==> src/rtl/vram_arbiter.sv <==
`default_nettype none
// ============================================================================
//  Module   : vram_arbiter
//  Purpose  : Shares the GPU-side port of the VRAM controller between N_REQ
//             internal requesters. Round-robin arbitration with optional
//             locked bursts (bounded by MAX_BURST), honouring the
//             controller's GPU_en stall. Read data is registered and tagged
//             to the requester that issued the read.
//  Revision : 1.0  initial release
// ----------------------------------------------------------------------------
//  Ports
//    clk, rst_n        clock, asynchronous active-low reset
//    req/req_we/req_lock  per-requester request, write flag, burst lock
//    req_addr          packed 19-bit word addresses (requester i at [19i+:19])
//    req_wdata         packed 16-bit write data    (requester i at [16i+:16])
//    gnt               one-hot, access of requester i performed this cycle
//    rdata, rvalid     registered read data and its one-hot owner tag
//    GPU_en            controller accepts an access this cycle
//    GPU_re/GPU_we/GPU_addr/GPU_data_out  access to the controller
//    GPU_data_in       read data from the controller
// ============================================================================
module vram_arbiter #(
  parameter int N_REQ     = 3,
  parameter int MAX_BURST = 8
) (
  input  logic                  clk,
  input  logic                  rst_n,
  input  logic [N_REQ-1:0]      req,
  input  logic [N_REQ-1:0]      req_we,
  input  logic [N_REQ-1:0]      req_lock,
  input  logic [N_REQ*19-1:0]   req_addr,
  input  logic [N_REQ*16-1:0]   req_wdata,
  output logic [N_REQ-1:0]      gnt,
  output logic [15:0]           rdata,
  output logic [N_REQ-1:0]      rvalid,
  input  logic                  GPU_en,
  output logic                  GPU_re,
  output logic                  GPU_we,
  output logic [18:0]           GPU_addr,
  output logic [15:0]           GPU_data_out,
  input  logic [15:0]           GPU_data_in
);

  localparam int IDX_W = (N_REQ > 1) ? $clog2(N_REQ) : 1;

  typedef enum logic [0:0] {
    ARB   = 1'b0,
    BURST = 1'b1
  } state_t;

  state_t           state;
  logic [IDX_W-1:0] rr_ptr;
  logic [IDX_W-1:0] owner;
  logic [7:0]       burst_cnt;

  logic [IDX_W-1:0] cand;
  logic             found;
  logic [IDX_W-1:0] scan;
  logic             burst_done;

  // Modulo-N_REQ increment of a requester index.
  function automatic logic [IDX_W-1:0] next_idx(input logic [IDX_W-1:0] i);
    if (i == IDX_W'(N_REQ - 1))
      next_idx = '0;
    else
      next_idx = i + IDX_W'(1);
  endfunction

  // Candidate selection: in BURST only the owner may use the port; in ARB
  // scan from rr_ptr upwards (wrapping) and take the first active request.
  always_comb begin
    found = 1'b0;
    cand  = '0;
    scan  = rr_ptr;
    if (state == BURST) begin
      found = req[owner];
      cand  = owner;
    end else begin
      for (int k = 0; k < N_REQ; k++) begin
        if (!found && req[scan]) begin
          found = 1'b1;
          cand  = scan;
        end
        scan = next_idx(scan);
      end
    end
  end

  // Port drive depends only on requests and arbiter state, never on GPU_en,
  // so the controller sees a stable access while it stalls us.
  always_comb begin
    GPU_re       = 1'b0;
    GPU_we       = 1'b0;
    GPU_addr     = '0;
    GPU_data_out = '0;
    gnt          = '0;
    if (rst_n && found) begin
      GPU_re       = ~req_we[cand];
      GPU_we       = req_we[cand];
      GPU_addr     = req_addr[int'(cand)*19 +: 19];
      GPU_data_out = req_wdata[int'(cand)*16 +: 16];
      if (GPU_en)
        gnt[cand] = 1'b1;
    end
  end

  // A granted burst beat ends the burst when the owner releases its lock or
  // the beat count (including this beat) reaches MAX_BURST.
  assign burst_done = !req_lock[owner] ||
                      (({1'b0, burst_cnt} + 9'd1) >= 9'(MAX_BURST));

  always_ff @(posedge clk or negedge rst_n) begin
    if (!rst_n) begin
      state     <= ARB;
      rr_ptr    <= '0;
      owner     <= '0;
      burst_cnt <= '0;
      rdata     <= '0;
      rvalid    <= '0;
    end else begin
      rvalid <= gnt & ~req_we;
      if (|(gnt & ~req_we))
        rdata <= GPU_data_in;

      if (found && GPU_en) begin
        if (state == ARB) begin
          if (req_lock[cand] && (MAX_BURST > 1)) begin
            owner     <= cand;
            burst_cnt <= 8'd1;
            state     <= BURST;
          end else begin
            rr_ptr <= next_idx(cand);
          end
        end else if (burst_done) begin
          state     <= ARB;
          burst_cnt <= '0;
          rr_ptr    <= next_idx(owner);
        end else begin
          burst_cnt <= burst_cnt + 8'd1;
        end
      end else if (state == BURST && !req[owner]) begin
        // Owner abandoned the burst: release the port right away.
        state     <= ARB;
        burst_cnt <= '0;
        rr_ptr    <= next_idx(owner);
      end
    end
  end

endmodule
`default_nettype wire
==> config.mk <==
export PLATFORM = sky130hd
export DESIGN_NAME = vram_arbiter
export DESIGN_NICKNAME = d
export VERILOG_FILES = /design/src/rtl/vram_arbiter.sv
export SDC_FILE = /design/constraint.sdc
export NUM_CORES = 1
export LEC_CHECK = 0
export ABC_CLOCK_PERIOD_IN_PS = 3700
export CAP_MARGIN = 40
export CORE_MARGIN = 2
export CORE_UTILIZATION = 30
export DETAILED_ROUTE_END_ITERATION = 10
export GPL_ROUTABILITY_DRIVEN = 0
export GPL_TIMING_DRIVEN = 1
export PLACE_DENSITY = 0.77
export SYNTH_ARGS = -nofsm -noshare
export SYNTH_HDL_FRONTEND = slang
export SYNTH_SLANG_ARGS = --single-unit
==> constraint.sdc <==
create_clock -name clk -period 3.7 [get_ports clk]
set_input_delay 1.11 -clock clk [delete_from_list [all_inputs] [get_ports clk]]
set_output_delay 1.11 -clock clk [all_outputs]
set_load 0.03 [all_outputs]
* Word level (Yosys, flattened, before mapping)
Cells that the tools add are included.
** Word-level totals
- Register bits after elaboration :: 32
- Bits in latches :: 0
- RAM bits :: 0
- ROM bits :: 0
- Memories kept :: 0
** Operators by class
- Add/sub/neg operators :: 6
- Multipliers :: 1
- Divide/modulo/power cells :: 0
- $lt $le $gt $ge :: 7
- Eq/ne operators :: 7
- Shift-type cells :: 2
- Mux-type cells :: 53
- Bitwise gates (word level) :: 4
- Reductions and logical operators :: 16
** Operator list (count)
- 57-bit by 8-bit indexed part select with 19-bit output :: 1
- 48-bit by 7-bit indexed part select with 16-bit output :: 1
- 8-bit 2-to-1 mux :: 5
- 2-bit 2-to-1 mux :: 15
- 1-bit 2-to-1 mux :: 21
- 19-bit 2-to-1 mux :: 1
- 16-bit 2-to-1 mux :: 1
- 2-bit by 3-bit less-than comparator with 1-bit output (second input constant) :: 5
- 1-bit binary-select mux with 2-bit select :: 7
- 8-bit by 1-bit adder with 9-bit output (second input constant) :: 1
- 9-bit by 4-bit greater-or-equal comparator with 1-bit output (second input constant) :: 1
- 2-bit by 1-bit adder with 2-bit output (second input constant) :: 4
- 8-bit by 1-bit adder with 8-bit output (second input constant) :: 1
- 2-bit == test (second input constant) :: 4
- 2-bit by 5-bit multiplier with 7-bit output (second input constant) :: 1
- 1-bit logical AND :: 6
- 3-bit 2-to-1 mux :: 2
- 3-bit inequality test (second input constant) :: 2
- 3-bit AND reduction :: 2
- 1-bit logical NOT :: 4
- 3-bit AND :: 1
- 3-bit by 2-bit inequality test with 1-bit output (second input constant) :: 1
- 3-bit inverter :: 1
- 3-bit OR reduction :: 1
- other kinds (6) :: 7

* Depth between registers and ports, before layout
Gate-level depths: netlist of the first run.
- Word-level depth :: 20
- Mapped depth :: 9
- Mapped depth without buffers :: 7

* Worst setup path after synthesis of the first run
Ideal clock, no wire load.
- Path type :: input-to-output
- Start point :: in req[1]
- End point :: out GPU_addr[18]
- Data arrival time :: 2.938 ns
- Slack :: -0.348 ns
- Stages :: 8
- Path buffers :: 2
- Path through :: or4b_1 -> o221ai_2 -> buf_4 -> buf_2 -> mux2i_1 -> nor2_1 -> a21oi_1 -> nor2_1
** Between the ends
- Cells in the longest elaborated chain, start to end :: 15
- Elaborated cells on any way between the ends :: 26
- Classes of those cells :: 1 x mul; 1 x shift; 19 x mux; 5 x reduce/logical
** RTL lines
- from (decl) :: line 28 : input logic [N_REQ-1:0] req,
- 1-bit binary-select mux with 2-bit select :: line 80 : if (!found && req[scan]) begin
- 1-bit 2-to-1 mux (implied by the code) :: line 80
- 1-bit 2-to-1 mux :: line 80
- 1-bit 2-to-1 mux :: line 75 : if (state == BURST) begin
- 1-bit logical NOT :: line 80
- 1-bit logical AND :: line 80
- 1-bit 2-to-1 mux :: line 80
- 1-bit 2-to-1 mux :: line 75
- 1-bit logical NOT :: line 80
- 1-bit logical AND :: line 80
- 2-bit 2-to-1 mux :: line 80
- 2-bit 2-to-1 mux :: line 75
- 2-bit by 5-bit multiplier with 7-bit output :: line 100 : GPU_addr = req_addr[int'(cand)*19 +: 19];
- 57-bit by 8-bit indexed part select with 19-bit output :: line 100
- 19-bit 2-to-1 mux * :: line 97 : if (rst_n && found) begin
- to (decl) :: line 39 : output logic [18:0] GPU_addr,
Every way passes the cells marked *; elsewhere a longest branch is shown, timed or not. The select of a mux whose other input is x is not followed.

* Final worst setup path of the first run
- Start point :: in req[1]
- End point :: out GPU_data_out[4]
** Between the ends
- Cells in the longest elaborated chain, start to end :: 14
- Elaborated cells on any way between the ends :: 25
- Classes of those cells :: 1 x shift; 19 x mux; 5 x reduce/logical
** RTL lines
- 1-bit binary-select mux with 2-bit select :: line 80
- 1-bit 2-to-1 mux (implied by the code) :: line 80
- 1-bit 2-to-1 mux :: line 80
- 1-bit 2-to-1 mux :: line 75
- 1-bit logical NOT :: line 80
- 1-bit logical AND :: line 80
- 1-bit 2-to-1 mux :: line 80
- 1-bit 2-to-1 mux :: line 75
- 1-bit logical NOT :: line 80
- 1-bit logical AND :: line 80
- 2-bit 2-to-1 mux / 1-bit 2-to-1 mux (equally long branches) :: line 80
- 2-bit 2-to-1 mux / 1-bit 2-to-1 mux (equally long branches) :: line 75
- 48-bit by 7-bit indexed part select with 16-bit output / 1-bit logical AND (equally long branches) :: line 101, 97
- 16-bit 2-to-1 mux * :: line 97
- to (decl) :: line 40 : output logic [15:0] GPU_data_out,
Marks and branches as above.

==> impl_results.md, run 1 <==
- Setup Skew: 2.32 ps
- Worst reg2reg setup slack: 850 ps
- WL/cell: 17.0 um
- Worst slew margin: 0.739
- Via/cell ratio: 4.99
- Clk Latency, worst-skew pair: 270 ps
- CP max FO: 4
- Root Driver: clkbuf_8
- Vias in the first global route: 3213
- Number of filler cells placed in the layout: 519
- Tcrit/Tclk final: 1.10
- Syn Std Cell Area: 2420 sq um
- CTS Buf Count: 5
- Placement Rows: 32
- Place WS: -986 ps
- GRT Util Overall: 0.227
- CP Data Arrival Time: 2950 ps
- Clock sink count: 32
- Overall routed net length: 10600 um
- Worst-Margin Slew: 391 ps
- Post-synthesis sequential area ratio: 0.331
- Syn Nets: 425
- Via count: 3116
- Antenna Nets Post-Route: 0
- WP data required: 2590 ps
- Inserted Diodes: 0
- Period minus WS final: 4060 ps
- Starting Density: 0.311
- Area Overhead vs Synth: 134%
- CTS Buffer Depth: 2
- Worst-path clk slew: 60 ps
- Share of layout cells above drive strength 1: 0.371
- Initial antenna violation count: 0
- Worst Setup SP: req[1]
- Worst IR Drop VDD: 396 uV
- Initial DRC count: 65
- DPL Wire Length: 7490 um
- Syn Area/Cell: 8.33 sq um
- IO buf count: 191
- Fin. Hold Viols: 0
- Synth top area cells: dfrtp_1 (33%), mux2i_1 (17%), nor2_1 (12%)
- Die ar.: 8790 sq um
- WHS: 474 ps
- H-Tree Depth: 2
- Post-Layout Cell Count: 625
- Hold Crit Class: reg2reg
- RR Startpoint: rr_ptr[1]$_DFFE_PN0P_
- Post-synthesis cell count: 290
- #FFs+latches synth: 32
- Worst r2r path cells: 10
- P_leak: 2.27 nW
- # Max-Cap Violations: 0
- Vert. Die Dim: 93.7 um
- Synth warn: 0
- Leading area contributor after synthesis: dfrtp_1
- Yosys top cell area share: 0.331
- Fmax: 0.246 GHz
- Crit path capture: GPU_data_out[4]
- Setup TNS: -10000 ps
- Power Dens Cells: 741 nW/um^2
- Final WS setup: -357 ps
- Register Area: 801 sq um
- R2r endpoint: rr_ptr[0]$_DFFE_PN0P_
- First-pass GRT wire length: 15800 um
- RSZ-0062 raised after global routing: true
- Total power: 4.19 mW
- Congestion Overflow GR: 0
- Layout net count: 658
- IO Pins: 192
- Placed Instances: 603
- Run status: complete, but fails checks
- Setup violators final: 37
- CTS tree: done
- Pin count of the biggest net entering global routing: 33
- Post-CTS Hold Buffers: 0
- Slew Limit Fails: 0
- Drt pass-1 iters: 4
- Die W: 93.7 um
- Synth unique cells: 39
- CORE AREA: 7770 sq um
- Footprint of the multi-input gates: 2020 sq um
- Startpoint types: input port
- Violated checks: negative setup slack
- Critical path endpoint category: primary output
- DRC viols: 0
- Setup CP Type: in2out
==> where the power goes <==
group	internal, mW	switching [mW]	total, mW
combinational	1.65	1.72	3.37
clock	0.127	0.113	0.240
sequential	0.481	0.101	0.582
==> stage by stage <==
stage                     cell area [sq um]   util
after floorplan                        2600      -
after global placement                 4810  0.619
after detailed placement               4810  0.619
after CTS                              5530  0.711
after global routing                   5660  0.729
final                                  5660  0.729
==> cells by family (layout without fill, tap and decap cells) <==
group,count (synthesis),after routing,synth area share
fa+ha+maj,2,2,0.0104
flops,32,32,0.331
mux,59,59,0.254
buf+inv,22,255,0.0399
compound gates,60,60,0.151
simple gates,115,115,0.213
==> flip-flops by register name (all words and copies together) (netlist names) <==
name and count:
burst_cnt 8, owner 2, rdata 16, rr_ptr 2, rvalid 3, state 1
==> per-layer routing <==
metal | share of wire | GRT usage
met1 | 0.39 | 0.256
met3 | 0.080 | 0.0570
met2 | 0.51 | 0.419
met4 | 0.021 | 0.0676
met5 | 0 | 0
==> worst min-delay path by stage <==
| stage | from | to | slack [ps] | cells after the start |
|---|---|---|---|---|
| 5_1_grt | rdata[12]$_DFFE_PN0P_ | rdata[12]$_DFFE_PN0P_ | 500 | 1 |
| 3_5_place_dp | burst_cnt[7]$_DFFE_PN0P_ | burst_cnt[7]$_DFFE_PN0P_ | 460 | 1 |
| 2_1_floorplan | burst_cnt[7]$_DFFE_PN0P_ | burst_cnt[7]$_DFFE_PN0P_ | 440 | 1 |
| 6_report | burst_cnt[7]$_DFFE_PN0P_ | burst_cnt[7]$_DFFE_PN0P_ | 470 | 1 |
| 3_3_place_gp | burst_cnt[7]$_DFFE_PN0P_ | burst_cnt[7]$_DFFE_PN0P_ | 460 | 1 |
| 4_1_cts | burst_cnt[7]$_DFFE_PN0P_ | burst_cnt[7]$_DFFE_PN0P_ | 480 | 1 |
==> critical path: stages <==
cell and delay, ps:
buf_6 100, or4b_4 480, o221ai_4 170, buf_12 150, buf_12 130, buf_6 110, mux2i_1 220, nor2_1 70
a21oi_1 180, nor2_2 70, buf_6 140
==> layout by cell type (no fill, tap or decap), drive strengths merged, types with 2 or more instances in the layout <==
| master | instances |
|---|---|
| o2111ai | 2 |
| dfrtp | 32 |
| and3 | 2 |
| o311a | 2 |
| nor3 | 3 |
| o21ai | 4 |
| nand2 | 11 |
| o211ai | 3 |
| clkdlybuf4s50 | 148 |
| mux2 | 19 |
| nand3b | 4 |
| ha | 2 |
| buf | 92 |
| a22o | 2 |
| o32ai | 2 |
| nand2b | 3 |
| nor2 | 75 |
| nor2b | 4 |
| inv | 6 |
| a21oi | 40 |
| mux2i | 40 |
| and2 | 6 |
| clkbuf | 7 |
==> cells in the mapped netlist <==
master and n:
nand3b_1 4, dfrtp_1 32, o32ai_1 2, o2111ai_1 2, o2bb2ai_1 1, nor2b_1 4
nor4_1 1, o221ai_2 1, o211ai_1 3, inv_1 6, a22o_1 2, mux2_1 12
a2bb2oi_1 1, a21boi_0 1, nand3_1 1, o21ai_0 4, nand2_1 11, and3_4 1
nand4_1 1, or2_1 1, a31oi_1 1, or4_1 1, nor3_1 3, a21oi_1 39
or3_1 1, and2_1 5, a21oi_2 1, and2_0 1, mux2i_1 40, buf_2 5
buf_4 2, and3_1 1, or4b_1 1, ha_1 2, mux2_2 7, nor2_1 75
o311a_1 2, nand2b_1 3, clkbuf_1 9
==> repair_timing <==
action	CTS	global route
resized for setup	137	40
gates cloned	3	0
pin swaps	26	16
buffers inserted	12	2
endpoints found under the setup margin	58	40
==> layout make-up <==
cell class	instances	share of cell area
clock inverters	1	0.000884
well taps	102	0.0225
flip-flops and latches	32	0.141
clock buffers	6	0.0128
repair buffers	242	0.461
inverters	6	0.00398
multi-input cells	236	0.357
(Power assumes the default switching activity.)
==> run 2: changes to the inputs <==
- RECOVER_POWER: default -> 50
==> impl_results.md, run 2 (same netlist as run 1, synthesis figures left out) <==
- WL/cell: 17.0 um
- Pin count of the biggest net entering global routing: 33
- Cell mode on critical path: buf_6
- Run status: complete, but fails checks
- Largest registers: rdata (16), burst_cnt (8), rvalid (3)
- Worst IR Drop VDD: 396 uV
- Setup Skew: 2.79 ps
- Power Dens Cells: 740 nW/um^2
- Root Driver: clkbuf_8
- Max stage delay on crit path: 480 ps
- DP Area: 4810 sq um
- Starting Density: 0.311
- GRT Util Overall: 0.227
- Final WS setup: -357 ps
- Placement Rows: 32
- Crit-path leading delay family: buffers and inverters
- Fin. Hold Viols: 0
- Via count: 3105
- First-pass GRT wire length: 15800 um
- Inserted Diodes: 0
- Setup violators final: 39
- Tcrit/Tclk final: 1.10
- Vert. Die Dim: 93.7 um
- Antenna Nets Post-Route: 0
- Slew Limit Fails: 33
- IO buf count: 191
- RSZ-0062 raised after global routing: true
- P_leak: 2.28 nW
- Congestion Overflow GR: 0
- CTS tree: done
- Overall routed net length: 10600 um
- Total power: 4.17 mW
- Clk Latency, worst-skew pair: 270 ps
- Period minus WS final: 4060 ps
- Most frequent cells in the layout: clkdlybuf4s50_1 (139), buf_6 (54), mux2i_1 (37)
- Critical path endpoint category: primary output
- CP Data Arrival Time: 2950 ps
- Vias in the first global route: 3213
- Critical path buffers and inverters: 5
- Hold Crit Class: reg2reg
- Worst-Margin Slew: 1630 ps
- Most common cell after layout, fill and taps aside: clkdlybuf4s50_1
- Violated checks: max-capacitance violations, max-slew violations, negative setup slack
- IO Pins: 192
- H-Tree Depth: 2
- Crit path cell chain: buf_6 -> or4b_4 -> o221ai_4 -> buf_12 -> buf_12 -> buf_6 -> mux2i_1 -> nor2_1 -> a21oi_1 -> nor2_2 -> buf_6
- Startpoint types: input port
- Worst-path clk slew: 60 ps
- Biggest register: rdata
- Area Overhead vs Synth: 133%
- Share of layout cells above drive strength 1: 0.361
- Via/cell ratio: 4.97
- CTS Buf Count: 5
- WHS: 474 ps
- DRC viols: 0
- Die ar.: 8790 sq um
- CP max FO: 4
- CORE AREA: 7770 sq um
- Max reg flops: 16
- Die W: 93.7 um
- Fmax: 0.246 GHz
- Worst reg2reg setup slack: 850 ps
- Clock sink count: 32
- Setup CP Type: in2out
- Initial antenna violation count: 0
- DPL Wire Length: 7490 um
- Place WS: -986 ps
- Drt pass-1 iters: 4
- Initial DRC count: 64
- Worst slew margin: -0.0895
- Critical Path Slowest Stage Cell: or4b_4
- CTS Buffer Depth: 2
- WP data required: 2590 ps
- # Max-Cap Violations: 1
- Layout net count: 658
- Post-CTS Hold Buffers: 0
- Post-route cell area: 5630 sq um
- Setup TNS: -10240 ps
- Number of filler cells placed in the layout: 521
## run 2: power by group
part / switching, mW / internal (mW) / total [mW]
logic: 1.71 / 1.63 / 3.35
registers: 0.0987 / 0.481 / 0.580
clock network: 0.114 / 0.128 / 0.241
total: 1.93 / 2.24 / 4.17
## run 2: cell type report
type                    instances  area (sq um)  share of cell area
repair buffers                242          2600               0.462
multi-input cells             236          2000               0.355
flip-flops and latches         32           801               0.142
well taps                     102           128              0.0227
clock buffers                   6          72.6              0.0129
inverters                       6          22.5             0.00400
clock inverters                 1          5.00            0.000889
## run 2: final timing paths
kind | from | end | cells after the start
setup / recovery | req[1] | GPU_data_out[4] | 11
hold / removal | burst_cnt[7]$_DFFE_PN0P_ | burst_cnt[7]$_DFFE_PN0P_ | 1
setup reg to reg | rr_ptr[1]$_DFFE_PN0P_ | rr_ptr[0]$_DFFE_PN0P_ | 10
hold reg to reg | burst_cnt[7]$_DFFE_PN0P_ | burst_cnt[7]$_DFFE_PN0P_ | 1
max in group asynchronous | rst_n | burst_cnt[0]$_DFFE_PN0P_ | 3
min in group asynchronous | rst_n | owner[1]$_DFFE_PN0P_ | 3
## run 2: repair_timing
| item | in CTS | in global routing |
|---|---|---|
| resized for setup | 137 | 40 |
| cloned | 3 | 0 |
| pin swaps | 26 | 16 |
| setup endpoints to repair | 58 | 40 |
| buffers inserted | 12 | 2 |
## run 2: per-layer routing
layer	share of wire	GRT usage
met5	0	0
met4	0.021	0.0676
met2	0.51	0.419
met3	0.078	0.0570
met1	0.39	0.256
## run 2: metrics by stage
stage,util,cells
final,0.725,625
after global routing,0.725,625
after CTS,0.711,625
after detailed placement,0.619,603
after global placement,0.619,603
after floorplan,-,290
